File: src/rtl/uart_pkg.sv
// Shared UART constants: ASCII codes used by the TX formatters and the
// formatter state encoding.
package uart_pkg;

  localparam logic [7:0] ASCII_CR = 8'h0D;
  localparam logic [7:0] ASCII_LF = 8'h0A;
  localparam logic [7:0] ASCII_0  = 8'h30;
  localparam logic [7:0] ASCII_A  = 8'h41;
  localparam logic [7:0] ASCII_X  = 8'h78;

  typedef logic [1:0] state_t;

  localparam state_t ST_IDLE = 2'd0;
  localparam state_t ST_SEND = 2'd1;
  localparam state_t ST_DONE = 2'd2;

endpackage

File: src/rtl/hex_nibble_to_ascii.sv
// Maps one 4-bit nibble to its uppercase ASCII hex digit ('0'-'9', 'A'-'F').
module hex_nibble_to_ascii
  import uart_pkg::*;
(
  input  logic [3:0] nibble,
  output logic [7:0] ascii
);

  // Decimal digits offset from '0', letters offset from 'A'.
  always_comb begin
    if (nibble < 4'd10) begin
      ascii = ASCII_0 + {4'b0000, nibble};
    end else begin
      ascii = ASCII_A + ({4'b0000, nibble} - 8'd10);
    end
  end

endmodule

File: src/rtl/uart_hex_tx_formatter.sv
// Prints a latched binary word as uppercase ASCII hex into the UART TX FIFO,
// MSB nibble first, with optional "0x" prefix and CR/LF suffix. One
// character per cycle, throttled by the FIFO full flag.
module uart_hex_tx_formatter
  import uart_pkg::*;
#(
  parameter int DATA_WIDTH  = 32,
  parameter bit PREFIX_0X   = 1'b0,
  parameter bit APPEND_CRLF = 1'b1
) (
  input  logic                  fifo_tx_clk,
  input  logic                  reset_n,
  input  logic                  start,
  input  logic [DATA_WIDTH-1:0] value,
  output logic                  busy,
  output logic                  done,
  input  logic                  fifo_full,
  output logic                  fifo_tx_req,
  output logic [7:0]            fifo_tx_data
);

  localparam int PRE_N  = PREFIX_0X ? 2 : 0;
  localparam int DIG_N  = DATA_WIDTH / 4;
  localparam int SUF_N  = APPEND_CRLF ? 2 : 0;
  localparam int CHAR_N = PRE_N + DIG_N + SUF_N;
  // A one-character string still needs a 1-bit index.
  localparam int IDX_W  = (CHAR_N > 1) ? $clog2(CHAR_N) : 1;

  localparam logic [IDX_W-1:0] LAST_IDX = IDX_W'(CHAR_N - 1);
  localparam logic [IDX_W-1:0] CR_IDX   = IDX_W'(PRE_N + DIG_N);

  state_t                state;
  logic [IDX_W-1:0]      idx;
  logic [DATA_WIDTH-1:0] word;
  logic [3:0]            nibble;
  logic [7:0]            digit_char;
  logic [7:0]            char_sel;

  // Write only while sending and the FIFO has room; a full flag rising
  // suppresses the write in the same cycle.
  assign fifo_tx_req  = (state == ST_SEND) && !fifo_full;
  assign busy         = (state == ST_SEND);
  assign done         = (state == ST_DONE);
  assign fifo_tx_data = char_sel;

  // Pick the nibble addressed by the current index, MSB nibble first.
  always_comb begin
    nibble = 4'h0;
    for (int i = 0; i < DIG_N; i++) begin
      if (idx == IDX_W'(PRE_N + i)) begin
        nibble = word[DATA_WIDTH-1-4*i -: 4];
      end
    end
  end

  hex_nibble_to_ascii u_hex (
    .nibble (nibble),
    .ascii  (digit_char)
  );

  // Character decode from the registered index; forced to 0x00 outside
  // SEND so the data bus idles at a defined value.
  always_comb begin
    char_sel = digit_char;
    if ((PRE_N != 0) && (idx == '0)) begin
      char_sel = ASCII_0;
    end else if ((PRE_N != 0) && (idx == IDX_W'(1))) begin
      char_sel = ASCII_X;
    end else if ((SUF_N != 0) && (idx == CR_IDX)) begin
      char_sel = ASCII_CR;
    end else if ((SUF_N != 0) && (idx == LAST_IDX)) begin
      char_sel = ASCII_LF;
    end
    if (state != ST_SEND) begin
      char_sel = 8'h00;
    end
  end

  // Control FSM: latch on start, step the index on each accepted write,
  // one DONE cycle after the last character.
  always_ff @(posedge fifo_tx_clk or negedge reset_n) begin
    if (!reset_n) begin
      state <= ST_IDLE;
      idx   <= '0;
      word  <= '0;
    end else begin
      case (state)
        ST_IDLE: begin
          if (start) begin
            word  <= value;
            idx   <= '0;
            state <= ST_SEND;
          end
        end
        ST_SEND: begin
          if (fifo_tx_req) begin
            if (idx == LAST_IDX) begin
              state <= ST_DONE;
            end else begin
              idx <= idx + 1'b1;
            end
          end
        end
        ST_DONE: begin
          state <= ST_IDLE;
        end
        default: begin
          state <= ST_IDLE;
        end
      endcase
    end
  end

endmodule

File: config.mk
export PLATFORM = sky130hd
export DESIGN_NAME = uart_hex_tx_formatter
export DESIGN_NICKNAME = d
export VERILOG_FILES = /design/src/rtl/uart_pkg.sv /design/src/rtl/hex_nibble_to_ascii.sv /design/src/rtl/uart_hex_tx_formatter.sv
export SDC_FILE = /design/constraint.sdc
export NUM_CORES = 1
export LEC_CHECK = 0
export ABC_AREA = 1
export CORE_UTILIZATION = 50
export CTS_CLUSTER_SIZE = 20
export DETAILED_ROUTE_END_ITERATION = 8
export GPL_TIMING_DRIVEN = 0
export PLACE_DENSITY = 0.84
export SYNTH_ARGS = -nofsm -noshare
export SYNTH_HDL_FRONTEND = slang
export SYNTH_SLANG_ARGS = --single-unit
File: constraint.sdc
create_clock -name fifo_tx_clk -period 3.75 [get_ports fifo_tx_clk]
set_input_delay 0.75 -clock fifo_tx_clk [delete_from_list [all_inputs] [get_ports fifo_tx_clk]]
set_output_delay 0.75 -clock fifo_tx_clk [all_outputs]
set_load 0.01 [all_outputs]
==> run metrics, run 1 <==
status=complete, no violations; H-tree depth=2; Die Y=69.9 um; Syn Inst Count=between 300 and 400; Final Skew=roughly 0.0057 ns; Initial Utilization=0.525; vias in the first global route=approximately 2,100; async set-reset flop share out of synthesis=1.00; number of synthesized register bits=38; CTS max path bufs=2; clock sinks=38; Slew headroom=0.455; Final Cycle Share=0.963; Cell variety after synth=31; Post-synth EDFFs=0; most frequent cells in the layout=129 x nand2_1, 38 x dfrtp_1, 37 x clkdlybuf4s50_1; Num CTS Buffers=5; grt ovf=0; Non-Filler Instances=between 400 and 500; Final Hold Fails=0; worst path arrival time=2.86 ns; global placer's final weighted congestion=about 0.89; Post-Synth Adder-Cell Area=0.0435; nets@finish=437; Routed WL per cell=12.3 um; CP peak stage delay=a little under 0.4 ns; die width=69.9 um; initial antenna violation count=0; setup TNS=0 ns; filler cell count=338; Total Wirelength=roughly 5500 um; Syn Area/Cell=about 7 um^2; top cells by area, synth=dfrtp_1 41%, nand2_1 21%, inv_1 6.7%; synthesized area=2300 um^2; Final HPWL DP=3750 um; Crit. End Element=output port; Synth Area in Compound Gates=0.0734; largest family of logic cells by synthesized area=simple AND/OR/NAND/NOR gates; area of the multi-input gates=1240 um^2; post-synthesis sequential area ratio=0.413; synthesis-to-layout area growth=34.7%; Leak Pwr=~0.0016 uW; Synth area leader=dfrtp_1; Req. time, crit path=3.00 ns; drt drc=0; Hold WS=0.480 ns; Post-Synth Simple-Gate Area=0.362; Power Dens Cells=862 nW/um^2; Post-CTS Hold Buffers=0; Mapped Nets=about 370; row cnt=24; share of layout cells above drive strength 1=0.178; CP max stage cell=dfrtp_1; fin crit period=~3.6 ns; mux cell area share after synthesis=0; IO Port Bufs=45; Final Power=2670 uW; n_diodes=0; placed insts=425; CTS tree=done; Most common cell on crit path=nand2_1; first-pass GRT wire length=9090 um; r2r worst-path depth=9; Hold Path Stages=2; worst-path maximum fanout=6; vias per std cell=4.96; startpoint type of the worst setup path=register; xor and xnor area share after synthesis=0.00761; ANT nets after route=0; footprint of the flip-flops and latches=951 um^2; full die area=4880 um^2; Main synth FF type=dfrtp_1; 1st-pass router iterations=4; worst vdd ir=0.435 mV; Crit Path Class=reg2out; initial drt markers=170; top-level I/O count=between 40 and 50; worst-skew pair later-pin latency=slightly below 0.3 ns; Cell Chain, Critical Path=buf_6 > nor2_4 > buf_6 > nand3b_1 > nand2_1 > inv_1 > nand2_1 > nand2_1 > nand2_1 > nand2_2 > a21oi_4 > buf_4 > buf_4 > ha_2 > inv_1 > nor3_2 > inv_1 > nand2_2 > nand2_1 > nor2_1 > buf_2; max-cap viol count=0; Synthesis Warnings=0; Reg clk slew, reported paths=0.07 ns; Slew @ Worst Pin=0.818 ns; Setup Viol. Count Final=0; Hold WC Path Type=reg2reg; Yosys top cell area share=0.413; fin. max-slew vios=0; maximum clock rate=0.277 GHz; CTS Root Cell=clkbuf_8; GRT Total Usage=0.231; total number of vias=2,211; commonest non-fill, non-tap cell in the layout=nand2_1; largest net degree at the start of global routing=39; core area=~4400 um^2
## synth_stat cells, types with 3 or more instances
| cell | n |
|---|---|
| a21oi_1 | 3 |
| nor2_1 | 24 |
| nand4_1 | 4 |
| clkbuf_1 | 7 |
| dfrtp_1 | 38 |
| inv_1 | 41 |
| a21oi_4 | 3 |
| nand2_2 | 6 |
| nand2_1 | 131 |
| ha_1 | 8 |
| nand3_1 | 21 |
| nor3_1 | 5 |
| o21ai_0 | 12 |
## metrics by stage
step / instance area [um^2] / worst slack, ns / utilization
floorplan: 2300 / 0.592 / -
global placement: 2820 / -0.177 / 0.643
detailed placement: 2810 / -0.212 / 0.642
CTS: 3010 / 0.0101 / 0.687
global route: 3100 / -0.0939 / 0.707
finish: 3100 / 0.138 / 0.707
## state kept, by name (all words and copies together), names as in the netlist
| register | count |
|---|---|
| idx | 4 |
| word | 32 |
| state | 2 |
## worst paths after layout
kind | slack, ns | to | from
min in group asynchronous | 0.55 | word[16] | reset_n
max in group asynchronous | 2.69 | word[3] | reset_n
setup reg to reg | 1.78 | idx[2] | idx[1]
hold reg to reg | 0.48 | word[7] | word[7]
hold / removal | 0.48 | word[7] | word[7]
setup / recovery | 0.14 | fifo_tx_data[6] | idx[2]
## worst max-delay path, delay by kind of cell (launching register included)
family / cells / cell delay, ns
and+or+nand+nor: 11 / 0.99
buffers and inverters: 8 / 0.86
DFF: 1 / 0.39
adders and majority gates: 1 / 0.19
AOI/OAI and AO/OA: 1 / 0.13
## metal layers
metal / up-vias / track usage / share of wire
met5: - / 0 / 0
met4: 0 / 0.0733 / 0.015
met3: 8 / 0.0462 / 0.037
met2: 46 / 0.415 / 0.52
met1: 1022 / 0.277 / 0.43
li1: 1135 / - / -
## cell type report
cell class | count | area share
repair buffers | 59 | 0.171
clock inverters | 1 | 0.00161
plain buffers | 11 | 0.0206
well taps | 52 | 0.0210
multi-input cells | 235 | 0.399
inverters | 43 | 0.0520
flip-flops and latches | 38 | 0.307
clock buffers | 7 | 0.0278
## cells by family after synthesis
| logic type | Yosys count |
|---|---|
| fa+ha+maj | 8 |
| compound gates | 25 |
| flops | 38 |
| xor+xnor | 2 |
| buf+inv | 55 |
| simple gates | 199 |
| other cells | 1 |
## repair_timing
item	CTS	global route
pin swaps	7	10
gates resized for setup	22	28
buffers inserted	7	7
setup endpoints to repair	7	6
## power by group
part	leakage, uW	switching (uW)	total, uW	internal, uW
combinational	0.00104	953	1680	731
sequential	0.000476	105	699	594
clock	0.0000482	141	289	148
(Power assumes the default switching activity.)
==> run 2, diff against run 1 <==
ABC_AREA = default   (was 1)
CORE_UTILIZATION = 46   (was 50)
PLACE_DENSITY = 0.82   (was 0.84)
clock period = 3.3 ns   (was 3.75 ns; I/O delays follow)
==> run metrics, run 2 <==
sw frac=0.403 (-0.0458); Synth area leader=dfrtp_1; end of the critical path=fifo_tx_data[4]; grt ovf=0 (unchanged); n_diodes=0 (unchanged); startpoint type of the worst setup path=register; CP max stage cell=dfrtp_2; drt drc=0 (unchanged); clock sinks=38 (unchanged); worst vdd ir=0.509 mV (+17%); CTS Root Cell=clkbuf_8; row cnt=25 (+4.2%); placed insts=309 (-27%); Yosys top cell area share=0.424 (+0.0108); total number of vias=1,863 (-16%); combinational power share=0.659 (+0.029); 1st-pass router iterations=4 (unchanged); ANT nets after route=0 (unchanged); die width=71.8 um (+2.8%); Sw Pwr=1470 uW (+22%); clock network fraction of total power=0.107 (about the same); Slew headroom=0.434 (-0.0207); synthesis-to-layout area growth=38.0%; Top reg by flops=word; initial drt markers=117 (-31%); initial antenna violation count=0 (unchanged); worst path arrival time=3.08 ns (+0.22 ns); R2R Path End=word[4]; Reg clk slew, reported paths=0.07 ns (about the same); nets@finish=319 (-27%); Crit Path Class=reg2out; synthesized area=2240 um^2 (-2.6%); Power Dens Cells=1180 nW/um^2 (+36%); worst setup margin=-0.437 ns (-0.575 ns); worst-path maximum fanout=5 (-1); maximum clock rate=0.268 GHz; reg2reg start=state[0]; Hold WS=0.476 ns (-0.00377 ns); worst-skew pair later-pin latency=0.29 ns (about the same); number of synthesized register bits=38 (unchanged); R2R setup slack=1.36 ns (-0.42 ns); commonest non-fill, non-tap cell in the layout=clkdlybuf4s50_1; placed cell area=2790 um^2 (-0.76%); Num CTS Buffers=5 (unchanged); Syn Area/Cell=10.7 um^2 (+52%); design area=3100 um^2 (-0.16%); fin crit period=3.74 ns; top-level I/O count=47 (unchanged); Crit. End Element=output port; Final Skew=0.00470 ns (-0.00100 ns); Routed WL per cell=16.1 um (+31%); Cell Chain, Critical Path=inv_4 > ha_4 > nor2b_4 > a221o_1 > a31oi_2 > o32ai_2 > inv_1 > ha_2 > inv_2 > ha_4 > nand3b_1 > or2_4 > o21ai_2 > nor3_2 > buf_2; synth cell count leaders=38 x dfrtp_1, 32 x mux2_2, 12 x nand2_1; Cell variety after synth=44 (+42%); async set-reset flop share out of synthesis=1.00 (unchanged); fin. max-slew vios=0 (unchanged); Setup Viol. Count Final=7 (+7); Final HPWL DP=3600 um (-4.1%); Mapped Nets=254 (-32%); GRT Total Usage=0.224 (-0.00755); Die Y=71.8 um (+2.8%); Initial Utilization=0.478 (-0.0470); most frequent cells in the layout=37 x clkdlybuf4s50_1, 36 x dfrtp_1, 32 x mux2_2; Total Wirelength=5320 um (-3.3%); RSZ-0062 raised after global routing=true; Leak Pwr=0.00128 uW (-19%); Final Hold Fails=0 (unchanged); vias in the first global route=1,828 (-14%); max-cap viol count=0 (unchanged); Post-CTS Hold Buffers=0 (unchanged); Req. time, crit path=2.64 ns (-0.36 ns); first-pass GRT wire length=8730 um (-4.0%); Crit. Startpoint=idx[0]; largest net degree at the start of global routing=39 (unchanged); Hold WC Path Type=in2async; global placer's final weighted congestion=0.847 (-4.6%); internal power=2170 uW (+48%); violated checks=setup timing; Slew @ Worst Pin=0.849 ns (+0.0310 ns); Seq pwr share=0.234 (-0.028); max reg flops=32 (unchanged); Syn Inst Count=210 (-36%); top-count cell post-synth=dfrtp_1; status=finished with violations; IO Port Bufs=45 (unchanged); CTS max path bufs=2 (unchanged); Synthesis Warnings=0 (unchanged); share of layout cells above drive strength 1=0.362 (+0.185); Most common cell on crit path=ha_4; Non-Filler Instances=330 (-26%); core area=4690 um^2 (+7.0%); H-tree depth=2 (unchanged); Post-synth EDFFs=0 (unchanged); top cells by area, synth=dfrtp_1 42%, mux2_2 16%, ha_1 4.5%; Final Cycle Share=1.13; r2r worst-path depth=4 (-5); CP peak stage delay=0.47 ns (+0.08 ns); CTS tree=done; largest registers=word x32, idx x4, state x2; post-synthesis sequential area ratio=0.424 (+0.0108); full die area=5160 um^2 (+5.7%); Main synth FF type=dfrtp_1; vias per std cell=5.65 (+14%)
[run 2: kinds of logic after synthesis]
| family | synth area share |
|---|---|
| AND/OR/NAND/NOR | 0.162 |
| AO/OA/AOI/OAI | 0.136 |
| flip-flops | 0.424 |
| multiplexers | 0.170 |
| buffers and inverters | 0.0474 |
| adder cells (fa/ha/maj) | 0.0446 |
| XOR/XNOR | 0.0156 |
| other | 0.00167 |
[run 2: routing by layer]
metal	part of all wire	up-vias	GRT usage
li1	-	883	-
met1	0.45	914	0.288
met2	0.49	56	0.369
met3	0.043	10	0.0534
met4	0.020	0	0.0784
met5	0	-	0
[run 2: power by group through the flow]
stage | Combinational, uW | Clock, uW | Sequential [uW]
after detailed placement | 2010 | 0 | 850
after CTS | 2240 | 398 | 849
after global placement | 1960 | 0 | 837
after global routing | 2600 | 418 | 878
after floorplan | 1440 | 0 | 797
final | 2400 | 391 | 851
[run 2: what timing repair did]
action | 4_1_cts | 5_1_grt
setup buffers | 10 | 4
setup endpoints to repair | 7 | 7
pin swaps | 8 | 6
resized for setup | 48 | 11
[run 2: worst min path at each step]
stage,end,depth (start not counted)
2_1_floorplan,idx[0],0
3_3_place_gp,word[14],1
3_5_place_dp,word[21],1
4_1_cts,idx[2],1
5_1_grt,word[28],1
6_report,word[8],1
[run 2: critical path: cells and delay by family (launching register included)]
kind | cells | cell delay, ns
fa+ha+maj | 3 | 0.62
flops | 1 | 0.47
compound gates | 4 | 0.79
buf+inv | 4 | 0.37
simple gates | 4 | 0.54
[run 2: layout make-up]
cell class / instances / area, um^2
Fill cell: 387 / 1600
Clock buffer: 7 / 76.3
Multi-Input combinational cell: 151 / 1300
Timing Repair Buffer: 59 / 526
Inverter: 7 / 33.8
Buffer: 13 / 110
Clock inverter: 1 / 30.0
Sequential cell: 38 / 953
Tap cell: 54 / 67.6
[run 2: metrics by stage]
| step | setup slack, ns | TNS [ns] | utilization | total power (uW) |
|---|---|---|---|---|
| finish | -0.437 | -1.90 | 0.660 | 3640 |
| global route | -0.569 | -2.75 | 0.660 | 3900 |
| global placement | -0.703 | -3.86 | 0.596 | 2790 |
| CTS | -0.392 | -2.19 | 0.649 | 3490 |
| detailed placement | -0.837 | -4.50 | 0.595 | 2860 |
| floorplan | 0.00373 | 0 | - | 2240 |
==> run 3, diff against run 2 <==
CORE_UTILIZATION = 50   (was 46)
GPL_TIMING_DRIVEN = 1   (was 0)
PLACE_DENSITY = 0.84   (was 0.82)
clock period = 4 ns   (was 3.3 ns; I/O delays follow)
==> run metrics, run 3 (same netlist as run 2, synthesis figures left out) <==
full die area=4760 um^2 (-7.8%); Hold WC Path Type=reg2reg; global placer's final weighted congestion=0.897 (+5.9%); metal3 WL=283 um (+24%); core area=4140 um^2 (-12%); Seq pwr share=0.254 (+0.020); row cnt=23 (-8.0%); Die Y=69.0 um (-4.0%); 1st-pass router iterations=4 (unchanged); max-cap viol count=0 (unchanged); largest net degree at the start of global routing=38 (-2.6%); fin. max-slew vios=0 (unchanged); Initial Utilization=0.541 (+0.0632); status=complete, no violations; design area=3000 um^2 (-3.2%); largest registers=word x32, idx x4, state x2; nets@finish=312 (-2.2%); Slew @ Worst Pin=0.578 ns (-0.271 ns); placed cell area=2780 um^2 (-0.45%); Req. time, crit path=3.20 ns (+0.56 ns); Power Dens Cells=935 nW/um^2 (-21%); setup TNS=0 ns (+1.90 ns); most frequent cells in the layout=38 x dfrtp_1, 38 x clkdlybuf4s50_1, 32 x mux2_2; Total Wirelength=5010 um (-5.8%); worst setup margin=0.0920 ns (+0.529 ns); dpl ws=-0.0635 ns (+0.774 ns); total number of vias=1,826 (-2.0%); die width=69.0 um (-4.0%); fin crit period=3.91 ns; grt ovf=0 (unchanged); worst vdd ir=0.376 mV (-26%); GRT Total Usage=0.234 (+0.0100); Crit Path Class=reg2out; top-level I/O count=47 (unchanged); Sw Pwr=1130 uW (-23%); internal power=1670 uW (-23%); initial drt markers=70 (-40%); clock sinks=38 (unchanged); sw frac=0.404 (+0.00158); CTS Root Cell=clkbuf_8; Num CTS Buffers=5 (unchanged); Final Power=2800 uW (-23%); worst-skew pair later-pin latency=0.29 ns (about the same); H-tree depth=2 (unchanged); Final Hold Fails=0 (unchanged); n_diodes=0 (unchanged); Metal-1 WL=2190 um (-7.7%); Leak Pwr=0.00128 uW (-0.15%); synthesis-to-layout area growth=33.6%; drt drc=0 (unchanged); met2 WL=2450 um (-6.0%); Slew headroom=0.614 (+0.179); vias per std cell=5.72 (+1.4%); ANT nets after route=0 (unchanged); Routed WL per cell=15.7 um (-2.5%); worst-path maximum fanout=8 (+3); Crit. End Element=output port; maximum clock rate=around 0.26 GHz; Reg clk slew, reported paths=0.07 ns (about the same); max reg flops=32 (unchanged); initial antenna violation count=0 (unchanged); first-pass GRT wire length=7980 um (-8.5%); clock network fraction of total power=0.098 (-0.009); IO Port Bufs=45 (unchanged); Final HPWL DP=3470 um (-3.4%); vias in the first global route=1,781 (-2.6%); CTS max path bufs=2 (unchanged); startpoint type of the worst setup path=register; CTS tree=done; Final Skew=0.00363 ns (-0.00107 ns); Setup Viol. Count Final=0 (-7); Top reg by flops=word; combinational power share=0.648 (-0.011); worst path arrival time=3.11 ns (+0.03 ns); uppermost layer routed=met4; Final Cycle Share=0.977; share of layout cells above drive strength 1=0.297 (-0.0649); RSZ-0062 raised after global routing=true
==> run 3: cell types whose count changed in the layout (fill, tap and decap cells not counted), sizes merged <==
cell / before / now
buf: 31 / 20
bufinv: 1 / 0
clkbuf: 9 / 7
clkdlybuf4s15: 1 / 2
clkdlybuf4s50: 37 / 38
clkinv: 0 / 1
clkinvlp: 0 / 1
dlymetal6s2s: 0 / 3
==> run 3: path summary, 6_finish.rpt <==
kind                          start              end  slack [ns]  cells after the start
setup / recovery             idx[1]  fifo_tx_data[4]        0.09                     13
hold reg to reg            word[14]         word[14]        0.50                      1
min in group asynchronous   reset_n         word[29]        0.87                      1
hold / removal             word[14]         word[14]        0.50                      1
max in group asynchronous   reset_n         word[24]        2.38                      2
setup reg to reg           state[0]           idx[0]        2.26                      6
==> run 3: routing by layer <==
metal	GRT usage	vias to the layer above
li1	-	864
met1	0.285	885
met2	0.387	67
met3	0.0493	10
met4	0.120	0
met5	0	-
==> run 3: stage by stage <==
step / util / instances / hold WS (ns)
detailed placement: 0.671 / 304 / 0.487
global placement: 0.671 / 304 / 0.482
global route: 0.723 / 319 / 0.529
CTS: 0.710 / 317 / 0.504
floorplan: - / 210 / 0.472
finish: 0.723 / 319 / 0.500
==> run 3: power by group through the flow <==
stage / combinational [uW] / sequential (uW) / clock, uW
3_5_place_dp: 1670 / 716 / 0
4_1_cts: 1720 / 705 / 281
3_3_place_gp: 1640 / 708 / 0
6_report: 1810 / 712 / 274
5_1_grt: 1980 / 737 / 294
2_1_floorplan: 1150 / 653 / 0
==> run 3: what timing repair did <==
| item | in CTS | in global routing |
|---|---|---|
| pin swaps | 0 | 3 |
| endpoints found under the setup margin | 7 | 7 |
| hold buffers | 0 | 0 |
| setup buffers | 5 | 2 |
| gates resized for setup | 11 | 14 |
==> run 3: worst max-delay path: stages (launching register included) <==
cell and delay (ns):
dfrtp_1 0.44, buf_4 0.16, ha_2 0.24, buf_4 0.18
nor2b_1 0.14, o32ai_2 0.27, inv_1 0.09, buf_4 0.15
ha_1 0.29, nand3b_1 0.21, or2_4 0.26, o21ai_1 0.12
nor3_1 0.05, clkdlybuf4s15_1 0.22
==> run 3: cell type report <==
cell class / instances / area, um^2
multi-input cells: 151 / 1260
fillers: 298 / 1150
flip-flops and latches: 38 / 951
repair buffers: 65 / 602
clock buffers: 6 / 82.6
well taps: 50 / 62.6
inverters: 7 / 26.3
clock inverters: 2 / 12.5
